`src/rtl/video_in_ctrl.sv`:
```
// Frame-capture controller: waits for a frame start, drains packed pixel
// words from an FWFT FIFO and writes them to memory in fixed-length bursts,
// alternating between two frame buffers.
//
// Handshakes:
//   FIFO  : a word is popped (fifo_re) exactly when a beat is accepted,
//           i.e. wvalid & wready. fifo_dout is presented as wdata unchanged.
//   Bus   : req stays high in REQ until a one-cycle gnt. req is decoded from
//           state, so it drops the cycle after gnt. There is no combinational
//           path from gnt to req.
//   Write : a beat transfers on every cycle with wvalid & wready. While
//           stalled, wdata follows the FIFO head, which does not move.
//           addr holds from req rise through the last beat.
module video_in_ctrl #(
   parameter int p_WIDTH  = 640,
   parameter int p_HEIGHT = 480,
   parameter int p_BURST  = 16,
   parameter int p_CNT_W  = 10
) (
   input  logic               clk,
   input  logic               RST,
   input  logic               enable,
   input  logic [31:0]        buf_addr0,
   input  logic [31:0]        buf_addr1,
   input  logic               frame_valid,
   input  logic [p_CNT_W-1:0] fifo_count,
   input  logic [31:0]        fifo_dout,
   output logic               fifo_re,
   output logic               req,
   input  logic               gnt,
   output logic [31:0]        addr,
   output logic [31:0]        wdata,
   output logic               wvalid,
   input  logic               wready,
   output logic               cur_buf,
   output logic               busy,
   output logic               frame_done,
   output logic               frame_overrun
);

   localparam int          BEAT_W      = $clog2(p_BURST) + 1;
   localparam logic [31:0] FRAME_WORDS = 32'(p_WIDTH * p_HEIGHT / 4);
   localparam logic [31:0] BURST_LEN   = 32'(p_BURST);
   localparam logic [BEAT_W-1:0] LAST_BEAT = BEAT_W'(p_BURST - 1);

   localparam logic [2:0] S_IDLE       = 3'd0;
   localparam logic [2:0] S_WAIT_FRAME = 3'd1;
   localparam logic [2:0] S_WAIT_DATA  = 3'd2;
   localparam logic [2:0] S_REQ        = 3'd3;
   localparam logic [2:0] S_BURST      = 3'd4;
   localparam logic [2:0] S_DONE       = 3'd5;

   logic [2:0]        state_q, state_d;
   logic              frame_valid_q;
   logic              cur_buf_q, cur_buf_d;
   logic [31:0]       base_q, base_d;
   logic [31:0]       offset_q, offset_d;
   logic [BEAT_W-1:0] beat_q, beat_d;
   logic [31:0]       addr_q, addr_d;
   logic              overrun_q, overrun_d;

   logic              fs;
   logic              busy_int;
   logic [31:0]       offset_inc;
   logic [31:0]       fifo_count_ext;

   // Output decode and frame-start edge detection.
   always_comb begin
      fs             = frame_valid & ~frame_valid_q;
      busy_int       = (state_q == S_WAIT_DATA) || (state_q == S_REQ) ||
                       (state_q == S_BURST)     || (state_q == S_DONE);
      offset_inc     = offset_q + 32'd1;
      fifo_count_ext = 32'(fifo_count);
   end

   assign req           = (state_q == S_REQ);
   assign wvalid        = (state_q == S_BURST);
   assign frame_done    = (state_q == S_DONE);
   assign fifo_re       = wvalid & wready;
   assign wdata         = fifo_dout;
   assign addr          = addr_q;
   assign cur_buf       = cur_buf_q;
   assign busy          = busy_int;
   assign frame_overrun = overrun_q;

   // Next-state logic: frame sequencing, burst counting and address generation.
   always_comb begin
      state_d   = state_q;
      cur_buf_d = cur_buf_q;
      base_d    = base_q;
      offset_d  = offset_q;
      beat_d    = beat_q;
      addr_d    = addr_q;
      overrun_d = 1'b0;

      case (state_q)
         S_IDLE: begin
            if (enable) state_d = S_WAIT_FRAME;
         end
         S_WAIT_FRAME: begin
            if (!enable) begin
               state_d = S_IDLE;
            end else if (fs) begin
               // The new buffer is the opposite of the one just used.
               cur_buf_d = ~cur_buf_q;
               base_d    = cur_buf_q ? buf_addr0 : buf_addr1;
               offset_d  = 32'd0;
               addr_d    = base_d;
               state_d   = S_WAIT_DATA;
            end
         end
         S_WAIT_DATA: begin
            if (fifo_count_ext >= BURST_LEN) state_d = S_REQ;
         end
         S_REQ: begin
            if (gnt) begin
               beat_d  = '0;
               state_d = S_BURST;
            end
         end
         S_BURST: begin
            if (wready) begin
               beat_d   = beat_q + 1'b1;
               offset_d = offset_inc;
               if (beat_q == LAST_BEAT) begin
                  if (offset_inc == FRAME_WORDS) begin
                     state_d = S_DONE;
                  end else begin
                     // Next burst address is fixed here, on WAIT_DATA entry.
                     addr_d  = base_q + (offset_inc << 2);
                     state_d = S_WAIT_DATA;
                  end
               end
            end
         end
         S_DONE: begin
            state_d = enable ? S_WAIT_FRAME : S_IDLE;
         end
         default: begin
            state_d = S_IDLE;
         end
      endcase

      // A frame start while a frame is still being written is dropped.
      if (fs && busy_int) overrun_d = 1'b1;
   end

   // State registers with synchronous reset.
   always_ff @(posedge clk) begin
      if (RST) begin
         state_q       <= S_IDLE;
         frame_valid_q <= 1'b0;
         cur_buf_q     <= 1'b1;
         base_q        <= 32'd0;
         offset_q      <= 32'd0;
         beat_q        <= '0;
         addr_q        <= 32'd0;
         overrun_q     <= 1'b0;
      end else begin
         state_q       <= state_d;
         frame_valid_q <= frame_valid;
         cur_buf_q     <= cur_buf_d;
         base_q        <= base_d;
         offset_q      <= offset_d;
         beat_q        <= beat_d;
         addr_q        <= addr_d;
         overrun_q     <= overrun_d;
      end
   end

endmodule

```
`config.mk`:
```
export PLATFORM = sky130hd
export DESIGN_NAME = video_in_ctrl
export DESIGN_NICKNAME = d
export VERILOG_FILES = /design/src/rtl/video_in_ctrl.sv
export SDC_FILE = /design/constraint.sdc
export NUM_CORES = 1
export LEC_CHECK = 0
export ABC_CLOCK_PERIOD_IN_PS = 4019
export CAP_MARGIN = 20
export CELL_PAD_IN_SITES_DETAIL_PLACEMENT = 0
export CELL_PAD_IN_SITES_GLOBAL_PLACEMENT = 1
export CORE_ASPECT_RATIO = 0.9
export CORE_MARGIN = 8
export CORE_UTILIZATION = 34
export DETAILED_ROUTE_END_ITERATION = 10
export GPL_TIMING_DRIVEN = 0
export PLACE_DENSITY = 0.86
export SLEW_MARGIN = 10
export SYNTH_ARGS = -nofsm -noshare
export SYNTH_HDL_FRONTEND = slang
export SYNTH_SLANG_ARGS = --single-unit
```
`constraint.sdc`:
```
create_clock -name clk -period 4.02 [get_ports clk]
set_input_delay 1.206 -clock clk [delete_from_list [all_inputs] [get_ports clk]]
set_output_delay 1.206 -clock clk [all_outputs]
set_load 0.05 [all_outputs]
```
=== Word level (Yosys, flattened, before mapping) ===
Index checks and enable logic that the tools add are counted.

* $add $sub $neg: 3
* $lt $le $gt $ge: 1
* Eq/ne operators: 16
* Multiplexer cells: 25
* Bitwise operators: 4
* Reductions and logical operators: 12

{| class="wikitable"
|+ Operators by type and width
! cell !! number
|-
| $mux W32 || 9
|-
| $pmux W32 S2 || 2
|-
| $add A32 B1 Y32 const B || 1
|-
| $add A32 B32 Y32 || 1
|-
| $eq A32 B17 Y1 const B || 1
|-
| $mux W3 || 8
|-
| $pmux W3 S6 || 1
|-
| $reduce_and A6 Y1 || 2
|-
| $ge A10 B5 Y1 const B || 1
|-
| $mux W5 || 2
|-
| $pmux W5 S2 || 1
|-
| $ne A2 B1 Y1 const B || 4
|-
| $ne A2 B2 Y1 const B || 4
|-
| $eq A3 B2 Y1 const B || 2
|-
| $eq A3 B3 Y1 const B || 2
|-
| $reduce_and A3 Y1 || 2
|-
| $add A5 B1 Y5 const B || 1
|-
| $eq A5 B4 Y1 const B || 1
|-
| $reduce_and A4 Y1 || 1
|-
| $reduce_bool A2 Y1 || 2
|-
| $eq A3 B1 Y1 const B || 1
|-
| $logic_not A3 Y1 || 1
|-
| $logic_or A1 B1 Y1 || 3
|-
| $ne A3 B3 Y1 const B || 1
|-
| 4 further kinds || 7
|}

* Register bits: 107
* Bits of input ports: 112
* Output and inout bits: 71
* Logic and storage cells: 69

=== Longest topological paths before layout ===
Gate-level depths: netlist of the first run.

* Depth after elaboration: 6
* Depth in mapped cells: 17
* Gate-level depth less buffers: 15

=== Least setup slack after synthesis of the first run ===
OpenSTA, ideal clock, no wires.

* Kind: register -> register
* From: reg offset_q[9]
* To: reg addr_q[30] (netlist: addr[30])
* Setup time: 123 ps
* Arrival time: 3783 ps
* Required time: 3897 ps
* Path slack: 113 ps
* Cell stages (with the launch flop): 14
* Buffers on the path: 2
* Period minus slack after synthesis: 3907 ps
* Path through: dfxtp_1 buf_2 nand4_1 or4_1 o31a_1 or2_2 ha_1 clkbuf_1 a21oi_1 o21bai_1 a21oi_1 or4b_2 and3_1 mux2_1

* Longest elaborated chain between the ends: 6
* Elaborated cells on any way between the ends: 9
* Classes of those cells: 2 x add/sub; 2 x eq/ne; 4 x mux; 1 x reduce/logical

{| class="wikitable"
|+ Ends and longest elaborated chain
! what !! RTL line !! RTL
|-
| start: declaration || 57 || <nowiki>logic [31:0] offset_q, offset_d;</nowiki>
|-
| start signal: assignment || 164 || <nowiki>offset_q <= offset_d;</nowiki>
|-
| $add A32 B1 Y32 (*) || 72 || <nowiki>offset_inc = offset_q + 32'd1;</nowiki>
|-
| $add A32 B32 Y32 || 130 || <nowiki>addr_d = base_q + (offset_inc << 2);</nowiki>
|-
| $mux W32 || 126 || <nowiki>if (offset_inc == FRAME_WORDS) begin</nowiki>
|-
| $mux W32 || 125 || <nowiki>if (beat_q == LAST_BEAT) begin</nowiki>
|-
| $mux W32 || 122 || <nowiki>if (wready) begin</nowiki>
|-
| $pmux W32 S2 || 96 || <nowiki>case (state_q)</nowiki>
|-
| end signal: assignment || 166 || <nowiki>addr_q <= addr_d;</nowiki>
|-
| end: declaration || 59 || <nowiki>logic [31:0] addr_q, addr_d;</nowiki>
|}

Every way passes the cells marked *; elsewhere a longest branch is shown, timed or not. The select of a mux whose other input is x is not followed.
A chain may end at the register's enable or synchronous reset.

=== Worst setup path after layout of the first run ===
* From: in wready
* To: out fifo_re

* Longest elaborated chain between the ends: 1

{| class="wikitable"
|+ Ends and longest elaborated chain
! what !! RTL line !! RTL
|-
| start: declaration || 34 || <nowiki>input logic wready,</nowiki>
|-
| $and A1 B1 Y1 || 79 || <nowiki>assign fifo_re = wvalid & wready;</nowiki>
|-
| end: declaration || 28 || <nowiki>output logic fifo_re,</nowiki>
|}

Every way passes these cells.

==> summary.log, run 1 <==
INFO  outcome        outcome=complete, no violations
INFO  cts            number_of_clock_sinks_seen_by_cts=107
INFO  sta            report.final.setup_viol=0
INFO  power_and_ir_drop power.switching=893.6uW
INFO  drt            drt_drc_violations_left=0
INFO  floorplanning  die_w=177.4um
INFO  placed_design  dp.final_hpwl=23.77mm
INFO  synthesis      synth.net_count=1191
INFO  floorplanning  floorplan.initialDensity=0.3433
INFO  finish         antenna-diode-count=0
INFO  sta            tightestPinTransition=1.054ns
INFO  finish         layout-drive-gt1-share=0.1419
INFO  finish         final_cell_mix=clkdlybuf4s50_1, nor2_1, dfxtp_1
INFO  finish         fin_cells=1514
INFO  finish         layout.nets=1360
INFO  worst_setup_path cp-end-kind=output pin
INFO  synthesis      syn-mean-instance-area=7.676squm
INFO  global_route   grt_antenna_before_repair=1
INFO  worst_setup_path crit_required=2.81ns
INFO  job            drv_cap=0
INFO  cts            max_h_tree_level=3
INFO  drt            post_route_antenna_net_violation_count=0
INFO  global_route   grt_max_degree=18
INFO  cts            total_cts_buffers=9
INFO  sta            timing.final.crit_period=3.953ns
INFO  placed_design  io_buffer_count=145
INFO  drt            routed-via-count=8537
INFO  synthesis      post_synth_inst_count=1038
INFO  global_route   groute.layer.met1.usage=0.2941
INFO  sta            slew_viol_final=0
INFO  sta            max_freq=0.2530GHz
INFO  finish         areaGrowthSynthToFinish=32.80%
INFO  drt            drtPass1Iterations=6
INFO  drt            wl=31.57mm
INFO  floorplanning  area_of_the_die=28600squm
INFO  cts            clock_path_buffers=2
INFO  floorplanning  row_count=53
INFO  floorplanning  fp.coreArea=23210squm
INFO  power_and_ir_drop irDropWorstVdd=0.2007mV
INFO  worst_setup_path reg2reg_depth=14
INFO  synthesis      ys.warnings.count=0
INFO  sta            grt_setup_unrepaired=yes
INFO  synthesis      syn_area=7968squm
INFO  hold_path      min-delay-path-class=register to register
INFO  placed_design  placed_area=9803squm
INFO  synthesis      synth_flop_cell=dfxtp_1
INFO  cts            cts_tree=built
INFO  floorplanning  chipHeight=161.2um
INFO  global_route   grt-busiest-layer=met2
INFO  power_and_ir_drop power_report.internal_total=1871uW
INFO  synthesis      async_sr_flop_fraction=0
INFO  sta            layout_setup_ws=0.06710ns
INFO  synthesis      yosys.cell_types.count=75
INFO  global_route   globalRouteTotalUtil=0.2133
INFO  worst_setup_path worst_setup_path_endpoint=fifo_re
INFO  placed_design  dp_slack=-1.382ns
INFO  global_route   global_route_wire_length_before_repair=47.65mm
INFO  finish         mostFrequentLayoutCell=clkdlybuf4s50_1
INFO  placed_design  gp_routability_congestion=0.9366
INFO  drt            detail_route.iter0.violations=736
INFO  synthesis      ys_ff_latch=107
INFO  sta            timing.max_slew.rel_slack=0.2971
INFO  power_and_ir_drop power.density_cell_area=261.2nW/um^2
INFO  drt            post_drt_via_cell_ratio=5.639
INFO  worst_setup_path worstReg2RegEnd=addr[30]
INFO  worst_setup_path critPathArrivalTime=2.75ns
INFO  finish         storage_cell_area=2161squm
INFO  sta            layout_worst_path_cycle_share=0.9833
INFO  finish         filler_cell_count=2386
INFO  power_and_ir_drop sw_frac_of_total=0.3232
INFO  worst_setup_path timing_worst_setup_path_type=primary input to output pin
INFO  global_route   leftover_overflow_at_the_end_of_global_routing=0
INFO  worst_setup_path r2r_setup_slack=0.10ns
INFO  global_route   via_count_of_the_first_global_routing_pass=8138
INFO  power_and_ir_drop share_seq_of_total_power=0.410
INFO  sta            timing.final.hold_violations=0
INFO  worst_setup_path timing.critical_path.fanout_max=10
INFO  sta            timing.clock.skew=0.009979ns
INFO  cts            clock_tree.root_cell=clkbuf_16
INFO  worst_setup_path worst_r2r_startpoint=offset_q[11]
INFO  sta            hold_ws=0.4682ns
INFO  finish         multiInputGateArea=5474squm
INFO  cts            worst_skew_late_latency=0.37ns
INFO  sta            final.setup.tns=0ns
INFO  global_route   gr-usage-met3=0.04084
INFO  worst_setup_path launching_element_of_the_worst_setup_path=wready
INFO  power_and_ir_drop static-leakage-power=0.004187uW
INFO  cts            clock_pin_slew_reported_for_the_worst_setup_and_hold_paths_after_clock_tree_synthesis=0.07ns
INFO  drt            route.detailed.wl_per_inst=20.85um
INFO  placed_design  dp.cells=1486
INFO  floorplanning  ioPinCount=183
INFO  synthesis      post_synth_edffs=0
INFO  global_route   met2_usage=0.3320
INFO  synthesis      seq_area_frac_synth=0.2688
INFO  worst_setup_path worst_setup_path_start_kind=primary input
INFO  power_and_ir_drop power_frac_clock=0.352
INFO  power_and_ir_drop share_of_total_power_in_combinational_logic=0.238
INFO  finish         finish.instance_area=10580squm
==> cells in the mapped netlist (4+ instances only) <==
cell type,number,share of area
or4_1,10,0.0094
buf_1,4,0.0019
mux2i_1,42,0.053
and2_1,6,0.0047
o21a_1,6,0.0057
nor3_1,26,0.016
dfxtp_1,107,0.27
a21oi_1,89,0.056
nand2_1,74,0.035
nor4_1,14,0.011
a21o_1,13,0.012
or2_2,6,0.0047
buf_2,8,0.0050
nand3_1,38,0.024
nand4_1,23,0.018
nand2b_1,17,0.013
a211oi_2,7,0.011
clkbuf_1,64,0.030
o2111ai_1,4,0.0044
xor2_1,16,0.018
o31ai_1,6,0.0057
or3_1,15,0.012
o21ai_0,55,0.035
nor2b_1,9,0.0071
inv_1,16,0.0075
o211ai_1,6,0.0057
and3_1,13,0.010
and4_1,4,0.0044
buf_4,33,0.031
xnor2_1,28,0.031
o21ai_1,9,0.0057
o22ai_1,4,0.0031
ha_1,40,0.063
a31oi_1,6,0.0047
nor2_1,106,0.050
a211oi_1,45,0.042
a21boi_0,4,0.0038
a22oi_1,11,0.010
==> flip-flops by register name, indices dropped and copies added, names as in the netlist <==
register	flops
state_q	3
offset_q	32
beat_q	5
frame_overrun	1
cur_buf	1
base_q	32
frame_valid_q	1
addr	32
==> power groups by stage <==
stage | sequential [uW] | combinational, uW | clock [uW]
2_1_floorplan | 1210 | 340 | 0
3_3_place_gp | 1160 | 645 | 0
3_5_place_dp | 1160 | 650 | 0
4_1_cts | 1130 | 654 | 975
5_1_grt | 1140 | 703 | 1020
6_report | 1130 | 659 | 973
==> layout make-up <==
type                            instances  share of cell area
Multi-Input combinational cell        803              0.5173
Inverter                               17            0.006503
Buffer                                 98             0.05203
Clock inverter                          5            0.005676
Clock buffer                           11             0.02294
Timing Repair Buffer                  171              0.1556
Tap cell                              302             0.03571
Sequential cell                       107              0.2042
==> metrics by stage <==
step	util	power, uW
2_1_floorplan	-	1550
5_1_grt	0.4559	2859
4_1_cts	0.4475	2761
3_3_place_gp	0.4221	1801
6_report	0.4559	2764
3_5_place_dp	0.4224	1805
==> critical path: stages <==
cell and delay (ns):
clkdlybuf4s50_1 0.51, nand2_1 0.15, clkinvlp_4 0.16, clkbuf_4 0.29
clkdlybuf4s15_2 0.42
==> cell families after synthesis <==
kind of cell | synth area share
muxes | 0.05700
and+or+nand+nor | 0.2442
DFF | 0.2688
AOI/OAI and AO/OA | 0.2343
buffers and inverters | 0.07899
xor gates and xnor gates | 0.05135
adders and majority gates | 0.06533
==> repair_timing <==
action                     CTS  global route
setup endpoints to repair   15            11
resized for setup           64            29
pin swaps                    7            14
hold buffers                 0             0
buffers inserted            14            11
==> how the worst min path moves through the flow <==
| stage | to | startpoint | cells after the start | slack [ns] |
|---|---|---|---|---|
| 3_5_place_dp | addr[22] | addr[22] | 2 | 0.45 |
| 4_1_cts | addr[22] | addr[22] | 2 | 0.47 |
| 5_1_grt | addr[19] | addr[19] | 2 | 0.49 |
| 6_report | addr[22] | addr[22] | 2 | 0.47 |
| 3_3_place_gp | addr[16] | addr[16] | 2 | 0.45 |
| 2_1_floorplan | beat_q[1] | beat_q[1] | 2 | 0.45 |
==> per-layer routing <==
| layer | share of wire | wire length (um) |
|---|---|---|
| met1 | 0.45 | 14140 |
| met2 | 0.45 | 14180 |
| met3 | 0.079 | 2483 |
| met4 | 0.024 | 770 |
| met5 | 0 | 0 |
No activity file was read; power rests on OpenSTA's default activity.
==> run 2, diff against run 1 <==
Settings changed: CTS_CLUSTER_DIAMETER from default to 120.
==> results of run 2 <==
No change in the layout: final DEF, timing and power equal those of run 1.
